### config.mk
export PLATFORM = sky130hd
export DESIGN_NAME = pc_fetch
export DESIGN_NICKNAME = d
export VERILOG_FILES = /design/src/rtl/pc_fetch.sv
export SDC_FILE = /design/constraint.sdc
export NUM_CORES = 1
export LEC_CHECK = 0
export ABC_AREA = 0
export CAP_MARGIN = 20
export CORE_MARGIN = 2
export CORE_UTILIZATION = 50
export DETAILED_ROUTE_END_ITERATION = 12
export PLACE_DENSITY = 0.95
export SYNTH_ARGS = -nofsm -noshare
export SYNTH_HDL_FRONTEND = slang
export SYNTH_SLANG_ARGS = --single-unit
### constraint.sdc
create_clock -name clk -period 5.6 [get_ports clk]
set_input_delay 0.56 -clock clk [delete_from_list [all_inputs] [get_ports clk]]
set_output_delay 0.56 -clock clk [all_outputs]
set_load 0.02 [all_outputs]
### src/rtl/pc_fetch.sv
// pc_fetch: fetch-stage PC with single-outstanding instruction-memory requester
module pc_fetch #(
  parameter int                  WordSize    = 32,
  parameter logic [WordSize-1:0] ResetVector = '0
) (
  input  logic                clk,
  input  logic                rst,
  output logic [WordSize-1:0] npc_seq,
  input  logic [WordSize-1:0] npc,
  input  logic                flush,
  input  logic                stall,
  output logic                imem_req,
  output logic [WordSize-1:0] imem_addr,
  input  logic                imem_ack,
  input  logic [WordSize-1:0] imem_rdata,
  output logic                instr_valid,
  output logic [WordSize-1:0] instr_out,
  output logic [WordSize-1:0] pc_out
);
  typedef enum logic [1:0] {IDLE, FETCH, DRAIN, VALID} state_e;
  state_e              state_q;
  logic [WordSize-1:0] pc_q, req_addr_q, instr_q, pc_out_q;
  assign npc_seq     = pc_q + WordSize'(4);
  assign imem_req    = state_q == FETCH || state_q == DRAIN;
  assign imem_addr   = req_addr_q;
  assign instr_valid = state_q == VALID;
  assign instr_out   = instr_q;
  assign pc_out      = pc_out_q;
  always_ff @(posedge clk or posedge rst) begin
    if (rst) begin
      state_q    <= IDLE;
      pc_q       <= ResetVector;
      req_addr_q <= ResetVector;
      instr_q    <= '0;
      pc_out_q   <= '0;
    end else begin
      case (state_q)
        IDLE: begin
          req_addr_q <= pc_q;
          state_q    <= FETCH;
        end
        FETCH: begin
          if (flush) begin
            pc_q <= npc;
            if (imem_ack) req_addr_q <= npc;
            else state_q <= DRAIN;
          end else if (imem_ack) begin
            instr_q  <= imem_rdata;
            pc_out_q <= req_addr_q;
            state_q  <= VALID;
          end
        end
        DRAIN: begin
          // the stale request must complete; the newest redirect target is fetched next
          if (flush) pc_q <= npc;
          if (imem_ack) begin
            req_addr_q <= flush ? npc : pc_q;
            state_q    <= FETCH;
          end
        end
        default: begin
          if (flush || !stall) begin
            pc_q       <= npc;
            req_addr_q <= npc;
            state_q    <= FETCH;
          end
        end
      endcase
    end
  end
endmodule
---- After elaboration in Yosys (flattened, before gate mapping) ----
Cells that the tools add are included.
operators by class
  add/sub/neg operators ................... 1
  equal/unequal tests ..................... 8
  mux-type cells .......................... 13
  bitwise operators ....................... 2
  reductions and logical operators ........ 11
operators by type and width
  cell                                                             number
  32-bit two-way mux                                               5
  32-bit case mux with 3 select lines                              1
  32-bit case mux with 2 select lines                              1
  32-bit by 3-bit adder with 32-bit output, second input constant  1
  2-bit two-way mux                                                5
  4-bit AND reduction                                              2
  2-bit inequality test, second input constant                     3
  3-bit inequality test, second input constant                     2
  2-bit case mux with 3 select lines                               1
  2-bit == test, second input constant                             2
  4-bit nonzero test                                               1
  3-bit AND reduction                                              1
  2-bit by 1-bit == test with 1-bit output, second input constant  1
  2-bit logical NOT                                                1
  1-bit logical OR                                                 2
  1-bit inverter                                                   2
  2-bit AND reduction                                              1
  2-bit nonzero test                                               1
  2-bit OR reduction                                               1
  1-bit logical NOT                                                1
storage, ports and cells
  bits in registers ....................... 130
  input port bits ......................... 69
  output and inout bits ................... 130
  logic and storage cells ................. 40

---- Logic depth before layout (Yosys ltp) ----
  word-level depth ........................ 4
  mapped depth ............................ 8

---- Least setup slack after synthesis ----
No wires, ideal clock.
  path kind ............................... reg2out
  start point ............................. reg pc_q[4]
  end point ............................... out npc_seq[17]
  arrival ................................. 1623 ps
  data required time ...................... 5040 ps
  path slack .............................. 3417 ps
  stages on the path, launching flop included .. 6
  cell sequence ........................... dfrtp_1 -> buf_2 -> nand3_2 -> nor4_4 -> nand4_1 -> xnor2_1
on the way
  cells in the longest elaborated chain, start to end .. 1
RTL lines
  element                                   line  source
  from (decl)                               22    logic [WordSize-1:0] pc_q, req_addr_q, instr_q, pc_out_q;
  from (signal assigned)                    32    pc_q <= ResetVector;
  from (signal assigned)                    44    pc_q <= npc;
  from (signal assigned)                    55    if (flush) pc_q <= npc;
  32-bit by 3-bit adder with 32-bit output  23    assign npc_seq = pc_q + WordSize'(4);
  to (decl)                                 8     output logic [WordSize-1:0] npc_seq,
Every way passes these cells.

---- Worst setup path after layout ----
  start point ............................. reg pc_q[4]
  end point ............................... out npc_seq[29]
Same word-level chain as after synthesis.

==> summary by stage <==
Cells and area
The number of nets in the final layout is 777. The library cell used most frequently in the layout, excluding fill and tap cells, is clkdlybuf4s50_1. The number of antenna cells inserted is 0. Relative to the synthesized area, the layout overhead comes to 45.35%. In the final layout, the share of cells above drive strength 1 is 0.2304. In the layout the commonest cells are 198 x clkdlybuf4s50_1, 130 x dfrtp_1, 118 x mux2_2, 39 x nor2_1, 34 x nand2_1.

Synth
The mean area per synthesized cell is 12.04 µm². In this run the cell area of the synthesized design comes to roughly 6100 µm². The share of flip-flops with an asynchronous set or reset after synthesis is 1.000. The number of standard cells after synthesis is 510. Yosys mapped a number of flops with a built-in enable equal to 0. When the netlist entered floorplanning its net count stood at between 500 and 600. The sequential cell area fraction in the yosys report is 0.5300. The number of library cell types mapped by synthesis is 30. The dominant register cell in the synthesized netlist is dfrtp_1. For this run, the number of Yosys warnings is 0. The count of state elements after synthesis is 130.

Detailed routing
The detailed router finished its first iteration with 387 violations. In the routed layout, each cell is associated on average with a via count of 5.736. The number of iterations in the first detailed-routing pass is 5. The count of nets left with antenna violations once routing finished came out at 0.

The total vias in the final route is 4,950. The final layout contains routed wiring with a total length of 16,770 µm. In the final routed layout, each cell accounts on average for 19.43 µm. After detailed routing, the number of remaining DRC violations is 0.

GRT
The number of global-route vias before repair is roughly 5,100. The maximum number of pins on one net before global-route repair is between 60 and 70. The overall overflow remaining after global route is 0. The first global-routing pass estimated roughly 27,000 µm of wire. The number of antenna violations at the first check in global routing was 0.

The combined global-route utilization of all metal layers is 0.2620.

Pwr
The peak supply drop is 0.4628 mV. In this run the static leakage power is 0.003636 µW. The total power per unit cell area is 698.3 nW/µm².

Worst setup path
The critical path buffer and inverter count is 1. Walking the worst path, the cells encountered are nand3_2 > nor4_4 > nand4_1 > xnor2_1 > clkdlybuf4s50_1. The type of the setup path with the least slack is register to primary output. The peak fanout along the critical path is 10. The required arrival time at the worst endpoint is 5.04 ns. The number of cells on the worst reg-to-reg path is 8. The largest single stage delay on the critical path is 0.69 ns. The worst setup path is captured at a primary output. The kind of cell with the highest combined delay on the critical path is simple AND/OR/NAND/NOR gates. For this design, the slowest cell found on the critical path is nor4_4. The startpoint kind of the worst setup timing path is a register. Data arrives at the worst endpoint at 2.88 ns. The critical path depth in cells is 5.

STA
Headroom to the max-slew limit came out at 0.2770. The timing-limited maximum frequency is just under 300 MHz. The count of final max-slew check failures is 0. Of the available clock period, the critical path in the final layout requires 0.6134.

Setup repair after global routing left no endpoint under its margin. The final-report setup violation count is 0. The clock skew is 0.007324 ns. The worst-margin pin slew is ~1.1 ns. The final critical-path required period is 3.435 ns. Adding up every negative setup slack in the final design gives 0 ns. The count of final hold-check violations is 0. The minimum setup slack in the final design is around 2.2 ns.

Clocking
The post-cts sizing count is 0. The H-tree generated during clock tree synthesis spans 4 levels. In this run the post-CTS setup repair buffer count came out at 0.

The clock slew at the register clock pins of the worst setup and hold paths is about 0.06 ns. The CTS tree is yes. The number of clock buffers added by TritonCTS is 17. The number of buffers between clock root and the deepest sink is 2. Buffers inserted to repair hold after CTS numbered 0. The clock sink total is 130. CTS placed an instance of clkbuf_16 at the clock tree root. The clock reaches the later pin of the worst-skew pair after between 0.4 and 0.5 ns.

Min path
The type of the most critical hold path is register to register. Counting instances, the worst hold path has a depth of 1.

Outcome
The run finished with clean final reports.

Floorplan
The core region is 12,010 µm². 199 I/O pins were placed. In this run the horizontal extent of the chip is roughly 110 µm. The floorplan step defined a die boundary enclosing 13,180 µm². From bottom edge to top edge, the die measures 114.8 µm.

The initialized floorplan defines 40 standard-cell rows. The starting density of the core is 0.5110.

Placement
The HPWL reported at the end of detailed placement is 11,410 µm. The placer congestion estimate is 0.8677. The number of input and output port buffers inserted is 198. OpenSTA, run right after detailed placement, puts the worst setup slack at 2.219 ns.

Run
The max-cap violation count is 0.
-- routing by layer --
| layer | global-route usage | up-vias | part of all wire | wire length, µm |
|---|---|---|---|---|
| li1 | - | 2231 | - | - |
| met1 | 0.3250 | 2423 | 0.41 | 6812 |
| met2 | 0.4375 | 267 | 0.49 | 8165 |
| met3 | 0.07222 | 29 | 0.089 | 1484 |
| met4 | 0.1060 | 0 | 0.018 | 304 |
| met5 | 0 | - | 0 | 0 |
-- layout make-up --
| class | instances | area, µm² |
|---|---|---|
| Sequential cell | 130 | 3253 |
| Fill cell | 748 | 3089 |
| Multi-Input combinational cell | 341 | 2724 |
| Timing Repair Buffer | 205 | 2042 |
| Clock buffer | 20 | 456.7 |
| Clock inverter | 12 | 227.7 |
| Tap cell | 147 | 183.9 |
| Inverter | 8 | 35.03 |
-- sequential cells by signal, summed over array words and instances (netlist names) --
register / flops
imem_addr: 32
instr_out: 32
pc_out: 32
pc_q: 32
state_q: 2
-- report_power, final --
| part | internal (µW) | switching, µW |
|---|---|---|
| logic | 1530 | 1550 |
| registers | 1430 | 448 |
| clock network | 860 | 414 |
| total | 3820 | 2410 |
-- per-stage QoR --
| stage | instance area, µm² | instances | util | hold slack, ns | power [µW] |
|---|---|---|---|---|---|
| final | 8922 | 863 | 0.7428 | 0.5030 | 6230 |
| after global routing | 8922 | 863 | 0.7428 | 0.5123 | 6547 |
| after CTS | 8907 | 862 | 0.7416 | 0.5050 | 6241 |
| after detailed placement | 8223 | 830 | 0.6846 | 0.4919 | 4931 |
| after global placement | 8223 | 830 | 0.6846 | 0.4849 | 4810 |
| after floorplan | 6138 | 510 | - | 0.5120 | 3551 |
-- final timing paths --
check                                            end  slack [ns]                      start
max                                      npc_seq[29]        2.16        pc_q[4]$_DFFE_PP0P_
min                        instr_out[15]$_DFFE_PP0P_        0.50  instr_out[15]$_DFFE_PP0P_
max reg2reg                 imem_addr[2]$_DFFE_PP0P_        2.70     state_q[0]$_DFFE_PP0P_
min reg2reg                instr_out[15]$_DFFE_PP0P_        0.50  instr_out[15]$_DFFE_PP0P_
max in group asynchronous  instr_out[14]$_DFFE_PP0P_        3.73                        rst
min in group asynchronous   instr_out[6]$_DFFE_PP0P_        0.60                        rst
-- synthesized netlist by cell type, drive strengths merged, types with 2 or more instances --
cell    count  share of area
nor4        3         0.0065
and4        3         0.0043
inv         8         0.0049
mux2      118           0.22
xnor2      23          0.033
buf        18          0.015
nor2       41          0.025
and3        4         0.0041
a21o        3         0.0037
nand4       9         0.0092
and2        4         0.0041
a21oi       9         0.0073
nand2      35          0.021
o21ai       2         0.0016
nand3      15          0.013
clkbuf     13         0.0079
xor2        5         0.0071
a31oi      24          0.024
dfrtp     130           0.53
ha          5          0.010
a22oi      33          0.040
-- cells by family (layout without fill, tap and decap cells) --
| kind of cell | count (synthesis) | count (layout) | synth area share |
|---|---|---|---|
| fa+ha+maj | 5 | 5 | 0.01019 |
| buf+inv | 39 | 245 | 0.02833 |
| xor+xnor | 28 | 28 | 0.03995 |
| compound gates | 74 | 74 | 0.08418 |
| simple gates | 116 | 116 | 0.09091 |
| flops | 130 | 130 | 0.5300 |
| mux | 118 | 118 | 0.2165 |
Note: power is estimated with default switching activity, not from simulation.
